## src/rtl/fetch_queue.sv

```systemverilog
// fetch_queue: instruction-fetch front end between the synchronous instruction
// ROM and the decode stage. A PC generator issues ROM reads under a credit rule.
// Each response is written, together with its PC, into a small circular queue.
// Decode pops entries from that queue. A redirect flushes the queue and the
// in-flight read, then restarts fetching at the new address.
//
// Optional feature macro: FETCH_BYPASS_EN
//   defined   : when the queue is empty, an arriving ROM response drives
//               instrD/pcD/instr_valid directly in its arrival cycle
//               (1-cycle fetch latency).
//   undefined : outputs come only from queue registers (2-cycle fetch latency).
//               There is no combinational path from imem_rdata to the outputs.

module fetch_queue #(
    parameter int INSTR_W  = 24,
    parameter int ADDR_W   = 16,
    parameter int DEPTH    = 4,
    parameter int RESET_PC = 0
) (
    input  logic                       clk,
    input  logic                       reset,
    output logic [ADDR_W-1:0]          imem_addr,
    output logic                       imem_en,
    input  logic [INSTR_W-1:0]         imem_rdata,
    input  logic                       stall,
    input  logic                       redirect,
    input  logic [ADDR_W-1:0]          redirect_pc,
    output logic [INSTR_W-1:0]         instrD,
    output logic [ADDR_W-1:0]          pcD,
    output logic                       instr_valid,
    output logic [$clog2(DEPTH+1)-1:0] count
);

    localparam int CNT_W = $clog2(DEPTH + 1);
    localparam int PTR_W = $clog2(DEPTH);
    localparam int CRD_W = CNT_W + 1;

    logic [ADDR_W-1:0]  pc_q;
    logic               inflight_q;
    logic [ADDR_W-1:0]  inflight_pc_q;

    logic [INSTR_W-1:0] instr_mem [DEPTH];
    logic [ADDR_W-1:0]  pc_mem    [DEPTH];
    logic [PTR_W-1:0]   rd_ptr_q;
    logic [PTR_W-1:0]   wr_ptr_q;
    logic [CNT_W-1:0]   count_q;

    logic               head_valid;
    logic               bypass_hit;
    logic               pop;
    logic               queue_pop;
    logic               push;
    logic               issue;
    logic [CRD_W-1:0]   credit_used;

    assign head_valid = (count_q != '0);

`ifdef FETCH_BYPASS_EN
    assign bypass_hit = inflight_q & ~redirect & ~head_valid;
`else
    assign bypass_hit = 1'b0;
`endif

    // Head presentation: the queue head if there is one, otherwise (bypass only) the arriving response.
    always_comb begin
        instr_valid = head_valid | bypass_hit;
        instrD      = '0;
        pcD         = '0;
        if (head_valid) begin
            instrD = instr_mem[rd_ptr_q];
            pcD    = pc_mem[rd_ptr_q];
        end else if (bypass_hit) begin
            instrD = imem_rdata;
            pcD    = inflight_pc_q;
        end
    end

    // Redirect wins over decode acceptance, so a redirect cycle never consumes the head.
    assign pop       = instr_valid & ~stall & ~redirect;
    assign queue_pop = pop & head_valid;

    // A bypassed response that decode takes right away is never written to the queue.
    assign push = inflight_q & ~redirect & ~(bypass_hit & pop);

    // Credits cover stored entries plus the read still in flight. This cycle's pop frees one slot early.
    assign credit_used = {1'b0, count_q} + CRD_W'(inflight_q) - CRD_W'(pop);
    assign issue       = ~redirect & (credit_used < CRD_W'(DEPTH));

    assign imem_en   = ~reset & issue;
    assign imem_addr = pc_q;
    assign count     = count_q;

    // PC generator plus the one-deep shadow of the outstanding read's address.
    always_ff @(posedge clk or posedge reset) begin
        if (reset) begin
            pc_q          <= ADDR_W'(RESET_PC);
            inflight_q    <= 1'b0;
            inflight_pc_q <= '0;
        end else if (redirect) begin
            pc_q       <= redirect_pc;
            inflight_q <= 1'b0;
        end else begin
            inflight_q <= issue;
            if (issue) begin
                inflight_pc_q <= pc_q;
                pc_q          <= pc_q + ADDR_W'(1);
            end
        end
    end

    // Queue bookkeeping. A redirect drops every entry and any response arriving in that cycle.
    always_ff @(posedge clk or posedge reset) begin
        if (reset) begin
            rd_ptr_q <= '0;
            wr_ptr_q <= '0;
            count_q  <= '0;
        end else if (redirect) begin
            rd_ptr_q <= '0;
            wr_ptr_q <= '0;
            count_q  <= '0;
        end else begin
            if (push) begin
                wr_ptr_q <= wr_ptr_q + PTR_W'(1);
            end
            if (queue_pop) begin
                rd_ptr_q <= rd_ptr_q + PTR_W'(1);
            end
            count_q <= count_q + CNT_W'(push) - CNT_W'(queue_pop);
        end
    end

    // Entry storage needs no reset: the count gates every read of it.
    always_ff @(posedge clk) begin
        if (push) begin
            instr_mem[wr_ptr_q] <= imem_rdata;
            pc_mem[wr_ptr_q]    <= inflight_pc_q;
        end
    end

endmodule

```

## config.mk

```make
export PLATFORM = sky130hd
export DESIGN_NAME = fetch_queue
export DESIGN_NICKNAME = d
export VERILOG_FILES = /design/src/rtl/fetch_queue.sv
export SDC_FILE = /design/constraint.sdc
export NUM_CORES = 1
export LEC_CHECK = 0
export ABC_AREA = 1
export CELL_PAD_IN_SITES_DETAIL_PLACEMENT = 0
export CELL_PAD_IN_SITES_GLOBAL_PLACEMENT = 2
export CORE_MARGIN = 2
export CORE_UTILIZATION = 36
export CTS_BUF_LIST = sky130_fd_sc_hd__clkbuf_4 sky130_fd_sc_hd__clkbuf_8
export DETAILED_ROUTE_END_ITERATION = 10
export PLACE_DENSITY_LB_ADDON = 0.1
export SLEW_MARGIN = 10
export SYNTH_ARGS = -nofsm -noshare
export SYNTH_HDL_FRONTEND = slang
export SYNTH_SLANG_ARGS = --single-unit
```

## constraint.sdc

```tcl
create_clock -name clk -period 4.9 [get_ports clk]
set_input_delay 1.47 -clock clk [delete_from_list [all_inputs] [get_ports clk]]
set_output_delay 1.47 -clock clk [all_outputs]
set_load 0.05 [all_outputs]
```

**Yosys cells after proc, flatten, opt, wreduce, memory -nomap -nowiden**

Memory sizes are Yosys's and may differ from the RTL's.
Index checks and enable logic that the tools add are counted.

- Muxes and demuxes: 12
- Div/mod/pow operators: 0
- Multipliers: 0
- Bitwise gates (word level): 9
- Order comparisons: 1
- Equal/unequal tests: 0
- Shift operators: 0
- Add/subtract/negate cells: 7
- Reductions and logical operators: 5

Operator list:

| operator | count |
|---|---|
| $mux W16 | 3 |
| $mux W24 | 1 |
| $add A16 B1 Y16 const B | 1 |
| $mux W2 | 4 |
| $and A1 B1 Y1 | 6 |
| $reduce_bool A2 Y1 | 3 |
| $add A2 B1 Y2 const B | 2 |
| $add A3 B1 Y4 | 1 |
| $lt A4 B3 Y1 const B | 1 |
| $sub A4 B1 Y4 | 1 |
| $add A3 B1 Y3 | 1 |
| $mux W1 | 3 |
| $mux W3 | 1 |
| $not A1 Y1 | 3 |
| $reduce_bool A3 Y1 | 1 |
| $sub A3 B1 Y3 | 1 |
| $reduce_and A2 Y1 | 1 |

- Flip-flop bits (word level): 40
- Bits of input ports: 44
- Latch bits: 0
- Output and inout port bits: 61
- Memory bits (read-only): 0
- Logic and storage cells: 42
- Memory bits (writable): 160
- Memories: 2

Memories:

| name | depth | width | read ports | clocked after Yosys merged registers in | wr ports | line | text |
|---|---|---|---|---|---|---|---|
| instr_mem | 4 | 24 | 1 | 0 | 1 | 42 | `logic [INSTR_W-1:0] instr_mem [DEPTH];` |
| pc_mem | 4 | 16 | 1 | 0 | 1 | 43 | `logic [ADDR_W-1:0] pc_mem [DEPTH];` |

**Logic depth before layout (Yosys ltp)**

Gate-level depths: netlist (run 1).

- Depth in word-level cells: 8
- Depth in mapped cells: 15
- Gate-level depth less buffers: 15

**Worst setup path before layout (run 1)**

OpenSTA, ideal clock, no wires.

- Path kind: input-to-output
- Start point: input redirect
- End point: output imem_en
- Buffers on the path: 4
- Arrival time: 3.805 ns
- Required time: 3.430 ns
- Slack: -0.375 ns
- Cell stages on the path: 13
- Cells stage by stage: buf_2 > clkbuf_1 > nor3_1 > ha_1 > inv_1 > ha_1 > nand3_1 > nand2_1 > nand2_1 > nand4_2 > buf_6 > buf_6 > nor2_1

- Word-level cells in the longest chain between the ends: 6

Ends and longest elaborated chain:

| item | line | text |
|---|---|---|
| start, declared | 26 | `input logic redirect,` |
| $not A1 Y1 (no source line) * | n/a |  |
| $and A1 B1 Y1 | 79 | `assign pop = instr_valid & ~stall & ~redirect;` |
| $sub A4 B1 Y4 | 86 | `assign credit_used = {1'b0, count_q} + CRD_W'(inflight_q) - CRD_W'(pop);` |
| $lt A4 B3 Y1 | 87 | `assign issue = ~redirect & (credit_used < CRD_W'(DEPTH));` |
| $and A1 B1 Y1 * | 87 |  |
| $and A1 B1 Y1 * | 89 | `assign imem_en = ~reset & issue;` |
| end, declared | 23 | `output logic imem_en,` |

Every way passes the cells marked *; elsewhere a longest branch is shown, timed or not.

**Worst setup path after layout (run 1)**

- Start point: input stall
- End point: output imem_en

- Word-level cells in the longest chain between the ends: 7

Ends and longest elaborated chain:

| item | line | text |
|---|---|---|
| start, declared | 25 | `input logic stall,` |
| $not A1 Y1 | 79 |  |
| $and A1 B1 Y1 (2 in series) | 79 |  |
| $sub A4 B1 Y4 | 86 |  |
| $lt A4 B3 Y1 | 87 |  |
| $and A1 B1 Y1 | 87 |  |
| $and A1 B1 Y1 | 89 |  |

No other way between the ends.

==> flow_results.xml, run 1 <==
<?xml version="1.0" encoding="UTF-8"?>
<metrics>
  <group name="outcome">
    <metric name="outcome" unit="">completed</metric>
  </group>
  <group name="power">
    <metric name="clock_power_share" unit="">0.138</metric>
    <metric name="cellLeakagePower" unit="nW">4.05</metric>
    <metric name="sw_frac_of_total" unit="">0.446</metric>
    <metric name="internal_power" unit="mW">3.91</metric>
    <metric name="ir_worst_vdd" unit="uV">300</metric>
    <metric name="total_switching_power" unit="mW">3.16</metric>
    <metric name="pwr-share-comb" unit="">0.522</metric>
    <metric name="seq_power_share" unit="">0.340</metric>
    <metric name="design_power_total" unit="mW">7.07</metric>
    <metric name="power_density" unit="mW/mm^2">657</metric>
  </group>
  <group name="cells_and_area">
    <metric name="num_antenna_cells" unit="">0</metric>
    <metric name="post_layout_nonfiller_instances" unit="">1220</metric>
    <metric name="layout-drive-gt1-share" unit="">0.138</metric>
    <metric name="design.final.nets" unit="">943</metric>
    <metric name="area_growth_syn_to_layout" unit="%">26.1</metric>
    <metric name="post-route-cell-area" unit="sq mm">0.0108</metric>
    <metric name="finish.utilization" unit="">0.461</metric>
    <metric name="fill_cells" unit="">2132</metric>
  </group>
  <group name="clocking">
    <metric name="tritoncts.num_buffers" unit="">17</metric>
    <metric name="number_of_clock_sinks_seen_by_cts" unit="">200</metric>
    <metric name="ctsHoldBuffers" unit="">0</metric>
    <metric name="master_cell_of_the_clock_root_buffer" unit="">sky130_fd_sc_hd__clkbuf_8</metric>
    <metric name="clk_path_buf_depth" unit="">2</metric>
    <metric name="path_clk_slew" unit="ps">100</metric>
    <metric name="tritoncts_clock_tree" unit="">yes</metric>
    <metric name="cts_max_level" unit="">4</metric>
    <metric name="clk_latency" unit="ps">460</metric>
  </group>
  <group name="sta">
    <metric name="grt_setup_unrepaired" unit="">false</metric>
    <metric name="final-hold-violation-count" unit="">0</metric>
    <metric name="hold_ws" unit="ps">530</metric>
    <metric name="achievable-frequency" unit="GHz">0.213</metric>
    <metric name="setup_viol" unit="">0</metric>
    <metric name="max_slew_margin" unit="">0.364</metric>
    <metric name="slew_at_the_pin_closest_to_its_max_slew_limit" unit="ps">954</metric>
    <metric name="fin_crit_sh" unit="">0.960</metric>
    <metric name="final_period_minus_worst_setup_slack" unit="ps">4700</metric>
    <metric name="final.setup_skew" unit="ps">18.2</metric>
    <metric name="timing_max_transition_violations_final" unit="">0</metric>
  </group>
  <group name="global_route">
    <metric name="first_pass_grt_wire_length" unit="mm">31.4</metric>
    <metric name="grtUsageTotal" unit="">0.167</metric>
    <metric name="global_route.overflow_total" unit="">0</metric>
    <metric name="met3_track_demand_over_resource_in_global_routing" unit="">0.0279</metric>
    <metric name="grt_start_max_net_pins" unit="">83</metric>
    <metric name="first_global_vias" unit="">5792</metric>
    <metric name="grt_antenna_before_repair" unit="">0</metric>
    <metric name="gr-max-usage-layer" unit="">met2</metric>
    <metric name="globalRouteMet2Util" unit="">0.288</metric>
    <metric name="globalRouteMet1Util" unit="">0.215</metric>
  </group>
  <group name="synth">
    <metric name="synth.ff_latch_count" unit="">200</metric>
    <metric name="synth.avg_cell_area" unit="sq um">10.9</metric>
    <metric name="syn_inst" unit="">786</metric>
    <metric name="number_of_nets_produced_by_synthesis" unit="">841</metric>
    <metric name="synth_sequential_area_ratio" unit="">0.681</metric>
    <metric name="yosysUniqueCellTypes" unit="">30</metric>
    <metric name="post_synth_main_area_contributors" unit="">sky130_fd_sc_hd__edfxtp_1 56%, sky130_fd_sc_hd__dfrtp_1 12%, sky130_fd_sc_hd__nor2_1 8.0%</metric>
    <metric name="synth_largest_type_area_fraction" unit="">0.563</metric>
    <metric name="syn-cell-area" unit="sq mm">0.00853</metric>
    <metric name="synth_top_cell_by_area" unit="">sky130_fd_sc_hd__edfxtp_1</metric>
    <metric name="synth.yosys.warnings" unit="">0</metric>
  </group>
  <group name="floorplan">
    <metric name="ioPinCount" unit="">105</metric>
    <metric name="dieArea" unit="sq mm">0.0249</metric>
    <metric name="row_count" unit="">56</metric>
    <metric name="initial_core_utilization" unit="">0.366</metric>
    <metric name="core_area" unit="sq mm">0.0233</metric>
    <metric name="die_h" unit="um">158</metric>
    <metric name="fp.dieW" unit="um">158</metric>
  </group>
  <group name="detailed_routing">
    <metric name="drtPass1Iterations" unit="">4</metric>
    <metric name="totalWireLength" unit="mm">19.9</metric>
    <metric name="via_count" unit="">5812</metric>
    <metric name="antenna_violating_nets_post_route" unit="">0</metric>
    <metric name="viasPerCell" unit="">4.76</metric>
    <metric name="wire_per_inst" unit="um">16.3</metric>
    <metric name="route.detailed.drc" unit="">0</metric>
    <metric name="drt_iter0_drc" unit="">342</metric>
  </group>
  <group name="critical_path">
    <metric name="setup.reg_to_reg.worst_slack" unit="ps">2240</metric>
    <metric name="worstPathBufferInverterCount" unit="">3</metric>
    <metric name="r2r_cells" unit="">12</metric>
    <metric name="timing.rr.start" unit="">count[2]$_DFF_PP0_</metric>
    <metric name="timing.critical_path.cells" unit="">clkdlybuf4s50_1 -&gt; nor3_2 -&gt; ha_1 -&gt; inv_1 -&gt; ha_1 -&gt; nand3_1 -&gt; nand2_1 -&gt; nand2_2 -&gt; nand4_4 -&gt; nor2_4 -&gt; buf_12</metric>
    <metric name="reg2reg_to" unit="">count[2]$_DFF_PP0_</metric>
    <metric name="critPathSlowestCell" unit="">sky130_fd_sc_hd__clkdlybuf4s50_1</metric>
    <metric name="critical_path_arrival" unit="ps">3230</metric>
    <metric name="worstSetupPathType" unit="">in -&gt; out</metric>
    <metric name="crit_start" unit="">stall</metric>
    <metric name="timing.critical_path.fanout_max" unit="">2</metric>
    <metric name="cp_top_family" unit="">simple AND/OR/NAND/NOR gates</metric>
    <metric name="required" unit="ps">3430</metric>
    <metric name="critical_path.max_stage_delay" unit="ps">440</metric>
    <metric name="worstSetupStartpointType" unit="">input port</metric>
    <metric name="cp_common_cell" unit="">sky130_fd_sc_hd__ha_1</metric>
    <metric name="cp-end-kind" unit="">output port</metric>
    <metric name="crit_end" unit="">imem_en</metric>
    <metric name="cp_num_cells" unit="">11</metric>
  </group>
  <group name="job">
    <metric name="max_cap_violations" unit="">0</metric>
  </group>
  <group name="placement">
    <metric name="gp_congestion" unit="">0.756</metric>
    <metric name="placed_area" unit="sq mm">0.0104</metric>
    <metric name="sum_of_net_half_perimeters_after_detailed_placement" unit="mm">11.9</metric>
    <metric name="port_buffers" unit="">104</metric>
    <metric name="numPlacedInstances" unit="">1188</metric>
  </group>
  <group name="min_path">
    <metric name="holdCritStartpoint" unit="">inflight_pc_q[6]$_DFFE_PP0P_</metric>
    <metric name="worst_hold_path_type" unit="">reg -&gt; reg</metric>
  </group>
</metrics>
[metrics by stage]
step,TNS (ps),setup slack (ps)
2_1_floorplan,0,11.7
3_3_place_gp,-141,-141
3_5_place_dp,-161,-161
4_1_cts,0,38.6
5_1_grt,0,3.29
6_report,0,197
[cell families after synthesis]
group	after synthesis	synth area share
buffers and inverters	81	0.0434
xor gates and xnor gates	1	0.00103
AOI/OAI and AO/OA	154	0.0943
and+or+nand+nor	339	0.164
DFF	200	0.681
adders and majority gates	11	0.0170
[timing repair]
item                                    CTS  global route
endpoints found under the setup margin    1             1
resized for setup                         2             2
pin swaps                                 0             4
setup buffers                             0             0
[registers in the layout, indices dropped and copies added, names as in the netlist]
name	flops
count	3
imem_addr	16
inflight_pc_q	16
inflight_q	1
instr_mem	96
pc_mem	64
rd_ptr_q	2
wr_ptr_q	2
[final cells by class]
class / count / area (sq um) / area share
well taps: 319 / 399 / 0.0371
multi-input cells: 505 / 2410 / 0.224
clock buffers: 19 / 255 / 0.0237
clock inverters: 13 / 109 / 0.0101
repair buffers: 122 / 1620 / 0.151
inverters: 42 / 158 / 0.0147
flip-flops and latches: 200 / 5810 / 0.540
[power by group through the flow]
stage          clock network (mW)  registers (mW)  logic (mW)
4_1_cts                      1.02            2.41        3.74
6_report                    0.978            2.40        3.69
3_5_place_dp                    0            2.44        3.72
2_1_floorplan                   0            2.63        1.93
5_1_grt                      1.08            2.45        3.97
3_3_place_gp                    0            2.43        3.70
[Yosys cell counts (all sizes together)]
cell type / count
nor2: 184
edfxtp: 160
nand2: 118
o21ai: 110
a21oi: 44
inv: 41
dfrtp: 40
nand3: 29
buf: 25
clkbuf: 14
ha: 10
nand4: 3
nand3b: 2
nor3: 2
clkinv: 1
fa: 1
nor3b: 1
xor2: 1
[layout by cell type, fill, tap and decap left out, types with 2 or more instances in the layout]
cell type / n
sky130_fd_sc_hd__nor2_1: 177
sky130_fd_sc_hd__edfxtp_1: 160
sky130_fd_sc_hd__nand2_1: 116
sky130_fd_sc_hd__o21ai_0: 83
sky130_fd_sc_hd__clkdlybuf4s50_1: 62
sky130_fd_sc_hd__a21oi_1: 44
sky130_fd_sc_hd__buf_12: 44
sky130_fd_sc_hd__dfrtp_1: 38
sky130_fd_sc_hd__inv_1: 35
sky130_fd_sc_hd__nand3_1: 22
sky130_fd_sc_hd__o21ai_1: 20
sky130_fd_sc_hd__clkbuf_8: 18
sky130_fd_sc_hd__buf_4: 15
sky130_fd_sc_hd__ha_1: 10
sky130_fd_sc_hd__inv_2: 6
sky130_fd_sc_hd__o21ai_2: 6
sky130_fd_sc_hd__nand3_2: 6
sky130_fd_sc_hd__nor2_4: 6
sky130_fd_sc_hd__inv_6: 5
sky130_fd_sc_hd__inv_8: 3
sky130_fd_sc_hd__nand3b_1: 2
sky130_fd_sc_hd__nand4_1: 2
sky130_fd_sc_hd__clkinv_2: 2
sky130_fd_sc_hd__inv_4: 2
sky130_fd_sc_hd__dfrtp_2: 2
[how the worst min path moves through the flow]
stage	end	slack, ps	depth (start not counted)
finish	pc_mem[0][6]$_DFFE_PP_	530	0
global route	pc_mem[3][6]$_DFFE_PP_	540	0
CTS	pc_mem[3][6]$_DFFE_PP_	530	0
detailed placement	pc_mem[3][6]$_DFFE_PP_	510	0
global placement	pc_mem[3][4]$_DFFE_PP_	490	0
floorplan	pc_mem[0][0]$_DFFE_PP_	480	0
[metal layers]
layer  vias to the layer above  wire length, um
met4                         0              226
li1                       2867                -
met2                       117             9870
met5                         -                0
met3                        14              792
met1                      2814             9020
No activity file was read; power rests on OpenSTA's default activity.
==> run 2: changes to the inputs <==
--- a/config.mk
+++ b/config.mk
@@ -12,7 +12,7 @@
 export CORE_UTILIZATION = 36
 export CTS_BUF_LIST = sky130_fd_sc_hd__clkbuf_4 sky130_fd_sc_hd__clkbuf_8
 export DETAILED_ROUTE_END_ITERATION = 10
-export PLACE_DENSITY_LB_ADDON = 0.1
+export PLACE_DENSITY_LB_ADDON = 0.2
 export SLEW_MARGIN = 10
 export SYNTH_ARGS = -nofsm -noshare
 export SYNTH_HDL_FRONTEND = slang
==> constraint.sdc (replaced) <==
create_clock -name clk -period 5.6 [get_ports clk]
set_input_delay 1.68 -clock clk [delete_from_list [all_inputs] [get_ports clk]]
set_output_delay 1.68 -clock clk [all_outputs]
set_load 0.05 [all_outputs]
==> run 2 against run 1 <==
Combinational power down 21%. Die area unchanged. Sequential power down 12%. Register-to-register slack better by 600 ps. Largest power group unchanged. Sequential share of layout area up 1.5 points. Clock-buffer cell count down 2. Critical endpoint unchanged. Critical path depth unchanged. Via count up 0.31%. Power down 15%. Global-route usage up 0.20 points.
==> flow_results.xml, run 2 (same netlist as run 1, synthesis figures left out) <==
<?xml version="1.0" encoding="UTF-8"?>
<metrics>
  <group name="outcome">
    <metric name="outcome" unit="">completed</metric>
  </group>
  <group name="critical_path">
    <metric name="worstSetupStartpointType" unit="">input port</metric>
    <metric name="critical_path_arrival" unit="ps">3700</metric>
    <metric name="cp-end-kind" unit="">output port</metric>
    <metric name="worstSetupPathType" unit="">in -&gt; out</metric>
    <metric name="timing.critical_path.fanout_max" unit="">3</metric>
    <metric name="required" unit="ps">3920</metric>
  </group>
  <group name="placement">
    <metric name="numPlacedInstances" unit="">1184</metric>
    <metric name="port_buffers" unit="">104</metric>
    <metric name="sum_of_net_half_perimeters_after_detailed_placement" unit="mm">12.3</metric>
    <metric name="placed_area" unit="sq mm">0.0100</metric>
    <metric name="gp_congestion" unit="">0.776</metric>
  </group>
  <group name="clocking">
    <metric name="number_of_clock_sinks_seen_by_cts" unit="">200</metric>
    <metric name="ctsHoldBuffers" unit="">0</metric>
    <metric name="cts_max_level" unit="">4</metric>
    <metric name="path_clk_slew" unit="ps">90</metric>
    <metric name="tritoncts.num_buffers" unit="">17</metric>
    <metric name="tritoncts_clock_tree" unit="">yes</metric>
    <metric name="total_setup_buffers_inserted_after_cts" unit="">0</metric>
    <metric name="clk_path_buf_depth" unit="">2</metric>
    <metric name="master_cell_of_the_clock_root_buffer" unit="">sky130_fd_sc_hd__clkbuf_8</metric>
    <metric name="cts_resized" unit="">0</metric>
    <metric name="clk_latency" unit="ps">460</metric>
  </group>
  <group name="sta">
    <metric name="final.setup_skew" unit="ps">15.9</metric>
    <metric name="final-hold-violation-count" unit="">0</metric>
    <metric name="achievable-frequency" unit="GHz">0.186</metric>
    <metric name="grt_setup_unrepaired" unit="">false</metric>
    <metric name="setup_viol" unit="">0</metric>
    <metric name="fin_crit_sh" unit="">0.960</metric>
    <metric name="final.setup.tns" unit="ps">0</metric>
    <metric name="final_period_minus_worst_setup_slack" unit="ps">5380</metric>
    <metric name="slew_at_the_pin_closest_to_its_max_slew_limit" unit="ps">941</metric>
    <metric name="timing_max_transition_violations_final" unit="">0</metric>
    <metric name="max_slew_margin" unit="">0.373</metric>
  </group>
  <group name="power">
    <metric name="total_switching_power" unit="mW">2.71</metric>
    <metric name="ir_worst_vdd" unit="uV">333</metric>
    <metric name="pwr-share-comb" unit="">0.481</metric>
    <metric name="seq_power_share" unit="">0.350</metric>
    <metric name="design_power_total" unit="mW">6.02</metric>
    <metric name="cellLeakagePower" unit="nW">3.97</metric>
    <metric name="internal_power" unit="mW">3.31</metric>
    <metric name="clock_power_share" unit="">0.168</metric>
    <metric name="sw_frac_of_total" unit="">0.450</metric>
    <metric name="power_density" unit="mW/mm^2">575</metric>
  </group>
  <group name="job">
    <metric name="max_cap_violations" unit="">0</metric>
  </group>
  <group name="cells_and_area">
    <metric name="highest_count_cells_in_the_layout_ignoring_fill_and_taps" unit="">177 x sky130_fd_sc_hd__nor2_1, 160 x sky130_fd_sc_hd__edfxtp_1, 117 x sky130_fd_sc_hd__nand2_1</metric>
    <metric name="design.final.nets" unit="">939</metric>
    <metric name="post-route-cell-area" unit="sq mm">0.0105</metric>
    <metric name="post_layout_nonfiller_instances" unit="">1216</metric>
    <metric name="layout-drive-gt1-share" unit="">0.132</metric>
    <metric name="commonest_non_fill_non_tap_cell_in_the_layout" unit="">sky130_fd_sc_hd__nor2_1</metric>
    <metric name="registers.top_by_ff_count" unit="">instr_mem</metric>
    <metric name="area_growth_syn_to_layout" unit="%">22.7</metric>
    <metric name="max_reg_flops" unit="">96</metric>
    <metric name="layout_top_registers" unit="">instr_mem x96, pc_mem x64</metric>
    <metric name="fill_cells" unit="">2190</metric>
    <metric name="num_antenna_cells" unit="">0</metric>
  </group>
  <group name="global_route">
    <metric name="first_pass_grt_wire_length" unit="mm">31.6</metric>
    <metric name="global_route.overflow_total" unit="">0</metric>
    <metric name="grt_antenna_before_repair" unit="">0</metric>
    <metric name="grt_start_max_net_pins" unit="">83</metric>
    <metric name="first_global_vias" unit="">5793</metric>
    <metric name="grtUsageTotal" unit="">0.169</metric>
  </group>
  <group name="floorplan">
    <metric name="row_count" unit="">56</metric>
    <metric name="initial_core_utilization" unit="">0.366</metric>
    <metric name="core_area" unit="sq mm">0.0233</metric>
    <metric name="dieArea" unit="sq mm">0.0249</metric>
    <metric name="die_h" unit="um">158</metric>
    <metric name="ioPinCount" unit="">105</metric>
    <metric name="fp.dieW" unit="um">158</metric>
  </group>
  <group name="detailed_routing">
    <metric name="viasPerCell" unit="">4.79</metric>
    <metric name="drt_iter0_drc" unit="">339</metric>
    <metric name="antenna_violating_nets_post_route" unit="">0</metric>
    <metric name="wire_per_inst" unit="um">16.6</metric>
    <metric name="drtPass1Iterations" unit="">4</metric>
    <metric name="via_count" unit="">5830</metric>
    <metric name="route.detailed.drc" unit="">0</metric>
    <metric name="totalWireLength" unit="mm">20.2</metric>
  </group>
  <group name="min_path">
    <metric name="worst_hold_path_type" unit="">reg -&gt; reg</metric>
  </group>
</metrics>
-- run 2: cell types whose count changed in the layout (fill, tap and decap cells not counted), moves of 2 or more --
cell	delta
sky130_fd_sc_hd__buf_12	-26
sky130_fd_sc_hd__buf_4	+22
sky130_fd_sc_hd__bufinv_16	+4
sky130_fd_sc_hd__inv_6	-3
sky130_fd_sc_hd__clkinvlp_4	+2
sky130_fd_sc_hd__inv_4	-2
-- run 2: final timing paths --
| path | from | to | slack (ps) | cells past startpoint |
|---|---|---|---|---|
| setup reg to reg | count[2]$_DFF_PP0_ | count[2]$_DFF_PP0_ | 2840 | 12 |
| setup / recovery | stall | imem_en | 220 | 11 |
| max in group asynchronous | reset | rd_ptr_q[0]$_DFFE_PP0P_ | 3480 | 3 |
| hold / removal | inflight_pc_q[15]$_DFFE_PP0P_ | pc_mem[2][15]$_DFFE_PP_ | 530 | 0 |
| hold reg to reg | inflight_pc_q[15]$_DFFE_PP0P_ | pc_mem[2][15]$_DFFE_PP_ | 530 | 0 |
| min in group asynchronous | reset | imem_addr[4]$_DFFE_PP0P_ | 1700 | 3 |
-- run 2: power by group through the flow --
stage / combinational [mW] / clock, mW / sequential (mW)
after floorplan: 1.68 / 0 / 2.30
after global placement: 2.93 / 0 / 2.13
after detailed placement: 2.94 / 0 / 2.14
after CTS: 2.95 / 1.05 / 2.11
after global routing: 3.13 / 1.10 / 2.15
final: 2.90 / 1.01 / 2.11
-- run 2: final cells by class --
class / instances / area (sq um) / share of cell area
Clock buffer: 17 / 234 / 0.0223
Inverter: 42 / 158 / 0.0151
Clock inverter: 15 / 214 / 0.0204
Sequential cell: 200 / 5810 / 0.555
Multi-Input combinational cell: 505 / 2390 / 0.228
Tap cell: 319 / 399 / 0.0381
Timing Repair Buffer: 118 / 1270 / 0.121
-- run 2: routing by layer --
metal	wire length (um)	track usage	vias up	part of all wire
met1	9240	0.219	2848	0.46
met2	10000	0.290	108	0.50
met3	724	0.0296	14	0.036
met4	252	0.0489	0	0.012
met5	0	0	-	0
li1	-	-	2860	-
-- run 2: critical path, stage by stage --
cell and delay (ps):
sky130_fd_sc_hd__clkdlybuf4s50_1 500, sky130_fd_sc_hd__nor3_1 230, sky130_fd_sc_hd__ha_1 190, sky130_fd_sc_hd__inv_1 50, sky130_fd_sc_hd__ha_1 270, sky130_fd_sc_hd__nand3_1 110
sky130_fd_sc_hd__nand2_1 60, sky130_fd_sc_hd__nand2_1 130, sky130_fd_sc_hd__nand4_2 160, sky130_fd_sc_hd__nor2_2 160, sky130_fd_sc_hd__buf_12 150
-- run 2: stage by stage --
step                      setup WS (ps)   util  hold WS (ps)
after floorplan                     138      -           476
after global placement              247  0.429           492
after detailed placement            188  0.429           506
after CTS                           180  0.449           529
after global routing               22.8  0.449           553
final                               224  0.449           530
